**config.mk**
```make
export PLATFORM = sky130hd
export DESIGN_NAME = uart_cmd_parser
export DESIGN_NICKNAME = d
export VERILOG_FILES = /design/src/rtl/uart_cmd_parser.sv
export SDC_FILE = /design/constraint.sdc
export NUM_CORES = 1
export LEC_CHECK = 0
export CAP_MARGIN = 20
export CORE_MARGIN = 3
export CORE_UTILIZATION = 55
export CTS_CLUSTER_DIAMETER = 150
export DETAILED_ROUTE_END_ITERATION = 10
export HOLD_SLACK_MARGIN = 0.06
export PLACE_DENSITY_LB_ADDON = 0.08
export SYNTH_ARGS = -nofsm -noshare
export SYNTH_HDL_FRONTEND = slang
export SYNTH_SLANG_ARGS = --single-unit
```
**constraint.sdc**
```tcl
create_clock -name clk -period 2.3 [get_ports clk]
set_input_delay 0.23 -clock clk [delete_from_list [all_inputs] [get_ports clk]]
set_output_delay 0.23 -clock clk [all_outputs]
set_load 0.005 [all_outputs]
```
**src/rtl/uart_cmd_parser.sv**
```systemverilog
// Byte-stream command parser: validates CMD,V0,V1,TERM frames from a UART receiver and commits them.
// Optional per-frame/error statistics counters are enabled with the PARSER_STATS_EN macro.
module uart_cmd_parser #(
    parameter int TIMEOUT_CYCLES = 100000
) (
    input  logic       clk,
    input  logic       rst_n,
    input  logic [7:0] rx_data,
    input  logic       rx_valid,
    output logic [7:0] chr_cmd,
    output logic [7:0] chr_val0,
    output logic [7:0] chr_val1,
    output logic       rx_msg_done,
    output logic       frame_err
`ifdef PARSER_STATS_EN
    ,
    output logic [7:0] frame_cnt,
    output logic [7:0] err_cnt
`endif
);

    localparam int CW = $clog2(TIMEOUT_CYCLES + 1);
    localparam logic [CW-1:0] TIMEOUT_MAX = CW'(TIMEOUT_CYCLES);

    localparam logic [2:0] IDLE    = 3'd0;
    localparam logic [2:0] GOT_CMD = 3'd1;
    localparam logic [2:0] GOT_V0  = 3'd2;
    localparam logic [2:0] GOT_V1  = 3'd3;
    localparam logic [2:0] DISCARD = 3'd4;

    logic [2:0]    state;
    logic [2:0]    state_next;
    logic [CW-1:0] tmo_cnt;
    logic [7:0]    cmd_buf;
    logic [7:0]    v0_buf;
    logic [7:0]    v1_buf;
    logic          err_next;
    logic          commit;
    logic          timeout;

    function automatic logic is_term(input logic [7:0] b);
        return (b == 8'h0A) || (b == 8'h0D);
    endfunction

    function automatic logic is_cmd(input logic [7:0] b);
        return ((b >= 8'h41) && (b <= 8'h44)) || (b == 8'h4C);
    endfunction

    function automatic logic is_digit(input logic [7:0] b);
        return (b >= 8'h30) && (b <= 8'h39);
    endfunction

    function automatic logic is_bit(input logic [7:0] b);
        return (b == 8'h30) || (b == 8'h31);
    endfunction

    // A byte arriving on the expiry cycle takes precedence over the timeout.
    always_comb begin
        state_next = state;
        err_next   = 1'b0;
        commit     = 1'b0;
        timeout    = (state != IDLE) && (tmo_cnt == TIMEOUT_MAX);
        if (rx_valid) begin
            case (state)
                IDLE: begin
                    if (is_cmd(rx_data)) begin
                        state_next = GOT_CMD;
                    end else if (!is_term(rx_data)) begin
                        state_next = DISCARD;
                        err_next   = 1'b1;
                    end
                end
                GOT_CMD: begin
                    if ((cmd_buf == 8'h4C) ? is_bit(rx_data)
                                           : (is_digit(rx_data) || rx_data == 8'h2D)) begin
                        state_next = GOT_V0;
                    end else begin
                        state_next = DISCARD;
                        err_next   = 1'b1;
                    end
                end
                GOT_V0: begin
                    if ((cmd_buf == 8'h4C) ? is_bit(rx_data) : is_digit(rx_data)) begin
                        state_next = GOT_V1;
                    end else begin
                        state_next = DISCARD;
                        err_next   = 1'b1;
                    end
                end
                GOT_V1: begin
                    if (is_term(rx_data)) begin
                        state_next = IDLE;
                        commit     = 1'b1;
                    end else begin
                        state_next = DISCARD;
                        err_next   = 1'b1;
                    end
                end
                DISCARD: begin
                    if (is_term(rx_data)) begin
                        state_next = IDLE;
                    end
                end
                default: state_next = IDLE;
            endcase
        end else if (timeout) begin
            state_next = IDLE;
            err_next   = (state != DISCARD);
        end
    end

    always_ff @(posedge clk or negedge rst_n) begin
        if (!rst_n) begin
            state     <= IDLE;
            tmo_cnt   <= '0;
            frame_err <= 1'b0;
        end else begin
            state     <= state_next;
            frame_err <= err_next;
            if (rx_valid || state == IDLE) begin
                tmo_cnt <= '0;
            end else if (tmo_cnt != TIMEOUT_MAX) begin
                tmo_cnt <= tmo_cnt + 1'b1;
            end
        end
    end

    // Frame bytes are staged here so the outputs only ever show a complete, checked frame.
    always_ff @(posedge clk or negedge rst_n) begin
        if (!rst_n) begin
            cmd_buf     <= 8'h20;
            v0_buf      <= 8'h20;
            v1_buf      <= 8'h20;
            chr_cmd     <= 8'h20;
            chr_val0    <= 8'h20;
            chr_val1    <= 8'h20;
            rx_msg_done <= 1'b0;
        end else begin
            if (rx_valid && state == IDLE)    cmd_buf <= rx_data;
            if (rx_valid && state == GOT_CMD) v0_buf  <= rx_data;
            if (rx_valid && state == GOT_V0)  v1_buf  <= rx_data;
            if (commit) begin
                chr_cmd     <= cmd_buf;
                chr_val0    <= v0_buf;
                chr_val1    <= v1_buf;
                rx_msg_done <= 1'b1;
            end else if (rx_valid) begin
                rx_msg_done <= 1'b0;
            end
        end
    end

`ifdef PARSER_STATS_EN
    always_ff @(posedge clk or negedge rst_n) begin
        if (!rst_n) begin
            frame_cnt <= 8'h00;
            err_cnt   <= 8'h00;
        end else begin
            if (commit && frame_cnt != 8'hFF)  frame_cnt <= frame_cnt + 8'h01;
            if (err_next && err_cnt != 8'hFF)  err_cnt   <= err_cnt + 8'h01;
        end
    end
`endif

endmodule

```
==> flow_summary.toml, run 1 <==
[die]
fp.dieW_um = 81.9
core_sq_um = 5340
die_h_um = 81.9
die_area_sq_um = 6700
rows = 26
io_pins = 37
start_util = 0.593

[worst_setup_path]
cp_num_buf_inv = 2
worst-setup-path-type = "input pin to flop"
worst_setup_path_start_kind = "input pin"
cp-end-kind = "flop"
path_max_fanout = 11
cp.arrival_ps = 2100
cp_cell_sequence = "clkdlybuf4s50_1 > and3b_1 > o2111ai_1 > or3_1 > buf_4 > mux2_4"
max_stage_delay_ps = 580
required_ps = 2530
crit_slowest_cell = "clkdlybuf4s50_1"
critPathTopFamily = "buffers and inverters"

[grt]
grt_max_degree = 40
grt_pass1_wl_um = 10600
grtUsageTotal = 0.219
antenna_found_initial = 0
overflow = 0
grt_pass1_vias = 2116

[power_and_ir_drop]
p_per_area_nw_per_um2 = 658
peakVddDrop_v = 0.000624
leakagePower_uw = 0.00180
p_seq_frac = 0.542
p_clk_frac = 0.352
power_switching_uw = 618
swShare = 0.241
pwr-share-comb = 0.106
p_int_uw = 1950

[synth]
yosys.area.top_type = "dfrtp_1"
yosysWarningCount = 0
netlist_top_cells_count = "dfrtp_1, mux2_2, mux2_4, nor2_1, a21oi_1"
synth_area_sq_um = 3170
syn_inst = 241
synth_top_cell_area_share = 0.506
yosysUniqueCellTypes = 44
synthTopCellsByArea = "dfrtp_1, mux2_2, mux2_4"
syn-num-nets = 254
ys_ff_latch = 70
synth-main-ff-cell = "dfrtp_1"
yosysSeqAreaShare = 0.556
yosysMostFrequentCell = "dfrtp_1"
async_flop_share = 1.00
synth.avg_cell_area_sq_um = 13.1
synth_edf_count = 0

[routing]
wl_um = 6360
vias_per_cell = 5.49
ant_nets = 0
drt_iter0_drc = 92
vias = 2077
wl_per_cell_um = 16.8
firstDrtPassIters = 4
drc_errors = 0

[sta]
finalCriticalPeriod_ps = 1870
fmax_mhz = 535
rsz0062_at_grt = "false"
drv_slew = 0
finClkSkew_ps = 9.07
period_share = 0.813
hold_violations = 0
worst_slack_ps = 430
worstMarginPinSlew_ps = 715
setup-tns-final_ps = 0
setup_violations = 0
slew-limit-headroom = 0.523

[clock_network]
clk_latency_ps = 350
post-cts-setup-buffer-count = 0
clkTransAtPathRegs_ps = 70
cts_resized = 0
cts_root_buffer = "clkbuf_8"
cts.sinks = 70
cts_tree = "yes"
cts_buffer_depth = 2
hold_buffers = 1
htree_num_levels = 3
cts_buffers = 9

[placement]
placed_area_sq_um = 3710
placed_cells = 361
post-dp-hpwl_um = 4540
place.gp.congestion = 0.819
post-place-ws_ps = 61.1
numPortBuffers = 36

[layout]
finalInstanceArea_sq_um = 3900
stdcell_count = 378
layout.nets = 316
syn2layout_area_growth_pct = 23.3
drive_gt1_frac = 0.299
insertedDiodeCount = 0

[run]
max_cap_violations = 0

[outcome]
status = "finished clean"

[worst_hold_path]
worstHoldPathType = "input pin to asynchronous set/reset pin"
==> registers in the layout, indices dropped and copies added (netlist names) <==
name / flops
chr_cmd: 8
chr_val0: 8
chr_val1: 8
cmd_buf: 8
frame_err: 1
rx_msg_done: 1
state: 3
tmo_cnt: 17
v0_buf: 8
v1_buf: 8
==> routing by layer <==
| metal | GRT usage | wire length [um] |
|---|---|---|
| met2 | 0.352 | 3070 |
| met1 | 0.274 | 2920 |
| met3 | 0.0757 | 295 |
| met4 | 0.0781 | 73 |
| met5 | 0 | 0 |
==> power by group through the flow <==
stage | Clock, uW | Combinational (uW) | Sequential, uW
3_5_place_dp | 0 | 273 | 1420
3_3_place_gp | 0 | 258 | 1410
5_1_grt | 985 | 302 | 1410
2_1_floorplan | 0 | 155 | 1390
4_1_cts | 933 | 276 | 1390
6_report | 904 | 273 | 1390
==> layout by cell type (no fill, tap or decap), types with 4 or more instances in the layout <==
master           instances
dfrtp_1                 64
clkdlybuf4s50_1         35
mux2_2                  29
mux2_4                  19
buf_4                   19
nor2_1                  18
clkbuf_8                12
a21oi_1                  8
nand2_1                  7
o21ai_0                  7
inv_1                    6
xnor2_1                  6
or3_1                    6
dfstp_2                  6
xor2_1                   5
nand3_1                  5
and3_1                   4
==> through the flow <==
step,hold slack (ps),total power (uW),util
after floorplan,-65.6,1550,-
after global placement,316,1670,0.694
after detailed placement,323,1690,0.696
after CTS,482,2600,0.732
after global routing,532,2690,0.732
final,470,2570,0.732
==> cells by family (layout without fill, tap and decap cells) <==
| logic type | after synthesis | count (layout) | share of synthesized area |
|---|---|---|---|
| DFF | 70 | 70 | 0.556 |
| xor gates and xnor gates | 11 | 11 | 0.0304 |
| adders and majority gates | 2 | 2 | 0.00790 |
| buffers and inverters | 13 | 80 | 0.0292 |
| AOI/OAI and AO/OA | 26 | 26 | 0.0522 |
| and+or+nand+nor | 69 | 69 | 0.125 |
| muxes | 50 | 50 | 0.200 |
==> worst register-to-register path: stages (launching register included) <==
cell and delay, ps:
dfrtp_1 400, nor4b_1 510, a31oi_1 160, o2111ai_1 310, o21ai_0 180, o311ai_0 160
==> final timing paths <==
kind / from / to / slack, ps / cells after the start
worst max register to register: cmd_buf[4] / frame_err / 430 / 5
min in group clk: v0_buf[2] / chr_val0[2] / 490 / 1
max in group asynchronous: rst_n / v0_buf[2] / 1180 / 3
worst min-delay path: rst_n / chr_val1[4] / 470 / 2
worst min register to register: v0_buf[2] / chr_val0[2] / 490 / 1
worst max-delay path: rx_data[0] / chr_val1[6] / 430 / 6
==> cell type report <==
| type | count | area [sq um] |
|---|---|---|
| multi-input cells | 158 | 1310 |
| repair buffers | 58 | 539 |
| clock buffers | 15 | 176 |
| flip-flops and latches | 70 | 1760 |
| clock inverters | 1 | 5.00 |
| fillers | 378 | 1430 |
| inverters | 6 | 22.5 |
| well taps | 70 | 87.6 |
Note: power is estimated with default switching activity, not from simulation.
==> inputs of run 2 (changes only) <==
==> constraint.sdc (replaced) <==
create_clock -name clk -period 1.85 [get_ports clk]
set_input_delay 0.185 -clock clk [delete_from_list [all_inputs] [get_ports clk]]
set_output_delay 0.185 -clock clk [all_outputs]
set_load 0.005 [all_outputs]
==> run 2 against run 1 <==
Cell count increased by 5.0%. Critical endpoint is now state[0]. Combinational power up 64%. Die area unchanged. Largest cell class unchanged.
==> flow_summary.toml, run 2 (same netlist as run 1, synthesis figures left out) <==
[routing]
ant_nets = 0
vias_per_cell = 5.43
wl_um = 6560
drt_iter0_drc = 93
firstDrtPassIters = 4
drc_errors = 0
vias = 2157
wl_per_cell_um = 16.5

[worst_setup_path]
r2r_start = "cmd_buf[5]"
cp-end-kind = "flop"
path_max_fanout = 3
worst-setup-path-type = "flop to flop"
cp.arrival_ps = 2010
setup.reg_to_reg.worst_slack_ps = 60
worst_setup_path_start_kind = "flop"
required_ps = 2070
reg2reg_to = "state[0]"
worst-r2r-cell-count = 6

[sta]
finalCriticalPeriod_ps = 1790
fmax_mhz = 559
drv_slew = 0
finClkSkew_ps = 9.54
setup_violations = 0
slew-limit-headroom = 0.617
worstMarginPinSlew_ps = 574
hold_violations = 0
worst_slack_ps = 59.9
period_share = 0.968

[clock_network]
cts_root_buffer = "clkbuf_8"
clk_latency_ps = 340
cts_buffers = 9
post-cts-setup-buffer-count = 0
cts.sinks = 70
cts_buffer_depth = 2
htree_num_levels = 3
clkTransAtPathRegs_ps = 80
cts_tree = "yes"

[grt]
overflow = 0
grt_pass1_wl_um = 10900
grtUsageTotal = 0.218
grt_pass1_vias = 2210
antenna_found_initial = 0
grt_max_degree = 26

[power_and_ir_drop]
p_per_area_nw_per_um2 = 816
report.power.total_uw = 3340
peakVddDrop_v = 0.000427
leakagePower_uw = 0.00195

[layout]
drive_gt1_frac = 0.355
largest_reg_flops = 17
final_util = 0.768
top_register = "tmo_cnt"
syn2layout_area_growth_pct = 29.5
insertedDiodeCount = 0
layout.nets = 335
final_common_cell = "dfrtp_1"
final_cell_mix = "dfrtp_1, buf_4, clkdlybuf4s50_1"

[die]
start_util = 0.593
rows = 26
die_area_sq_um = 6700
die_h_um = 81.9
fp.dieW_um = 81.9
io_pins = 37
core_sq_um = 5340

[worst_hold_path]
worstHoldEndpoint = "v1_buf[1]"
hp-start = "rx_data[1]"
whs_path_depth = 2
worstHoldPathType = "input pin to flop"

[placement]
post-place-ws_ps = -353
place.gp.congestion = 0.783
numPortBuffers = 36
post-dp-hpwl_um = 4620

[outcome]
status = "finished clean"

[run]
max_cap_violations = 0
## run 2: changes by cell type in the layout (fill, tap and decap cells not counted), moves of 2 or more
| cell | previous run | this run |
|---|---|---|
| dlymetal6s2s_1 | 0 | 3 |
| buf_4 | 19 | 37 |
| nor4b_2 | 0 | 2 |
| clkinv_2 | 1 | 4 |
| clkbuf_8 | 12 | 9 |
| clkdlybuf4s50_1 | 35 | 32 |
| nor4b_1 | 3 | 1 |
## run 2: stage by stage
stage	std cells	hold slack, ps	cell area [sq um]	setup TNS [ps]
2_1_floorplan	241	-111	3170	0
3_3_place_gp	380	211	3860	-7290
3_5_place_dp	380	209	3860	-8530
4_1_cts	397	378	4060	0
5_1_grt	397	271	4100	-18.5
6_report	397	262	4100	0
## run 2: area by class of cell
| cell class | instances | area (sq um) |
|---|---|---|
| clock buffers | 11 | 131 |
| flip-flops and latches | 70 | 1760 |
| fillers | 368 | 1240 |
| inverters | 6 | 22.5 |
| clock inverters | 5 | 50.0 |
| well taps | 70 | 87.6 |
| repair buffers | 77 | 702 |
| multi-input cells | 158 | 1350 |
## run 2: repair_timing
item / 4_1_cts / 5_1_grt
gates resized for setup: 1 / 8
hold buffers: 1 / 0
hold endpoints to repair: 20 / 0
endpoints found under the setup margin: 1 / 28
## run 2: how the worst max path moves through the flow
stage | startpoint | endpoint | slack (ps)
floorplan | rx_data[2] | chr_cmd[7] | 210
global placement | rx_data[2] | chr_val0[7] | -300
detailed placement | rx_data[2] | chr_val0[3] | -350
CTS | rx_data[2] | chr_val0[3] | 10
global route | cmd_buf[5] | state[0] | -20
finish | cmd_buf[5] | state[0] | 60
## run 2: power by group
part           total, uW  internal, uW  switching, uW
Clock               1160           614            546
Sequential          1730          1650           86.6
Combinational        449           257            192
## run 2: metal layers
layer  vias to the layer above  global-route usage  wire (um)
li1                       1023                   -          -
met1                      1083               0.300       3120
met2                        40               0.338       3160
met3                        11              0.0526        175
met4                         0              0.0781        106
met5                         -                   0          0
## run 2: worst max-delay path, stage by stage (launching register included)
cell and delay [ps]:
dfstp_2 390, nor4b_2 390, a31oi_1 160, o2111ai_1 260
buf_4 160, nor2b_1 40, a221o_1 260
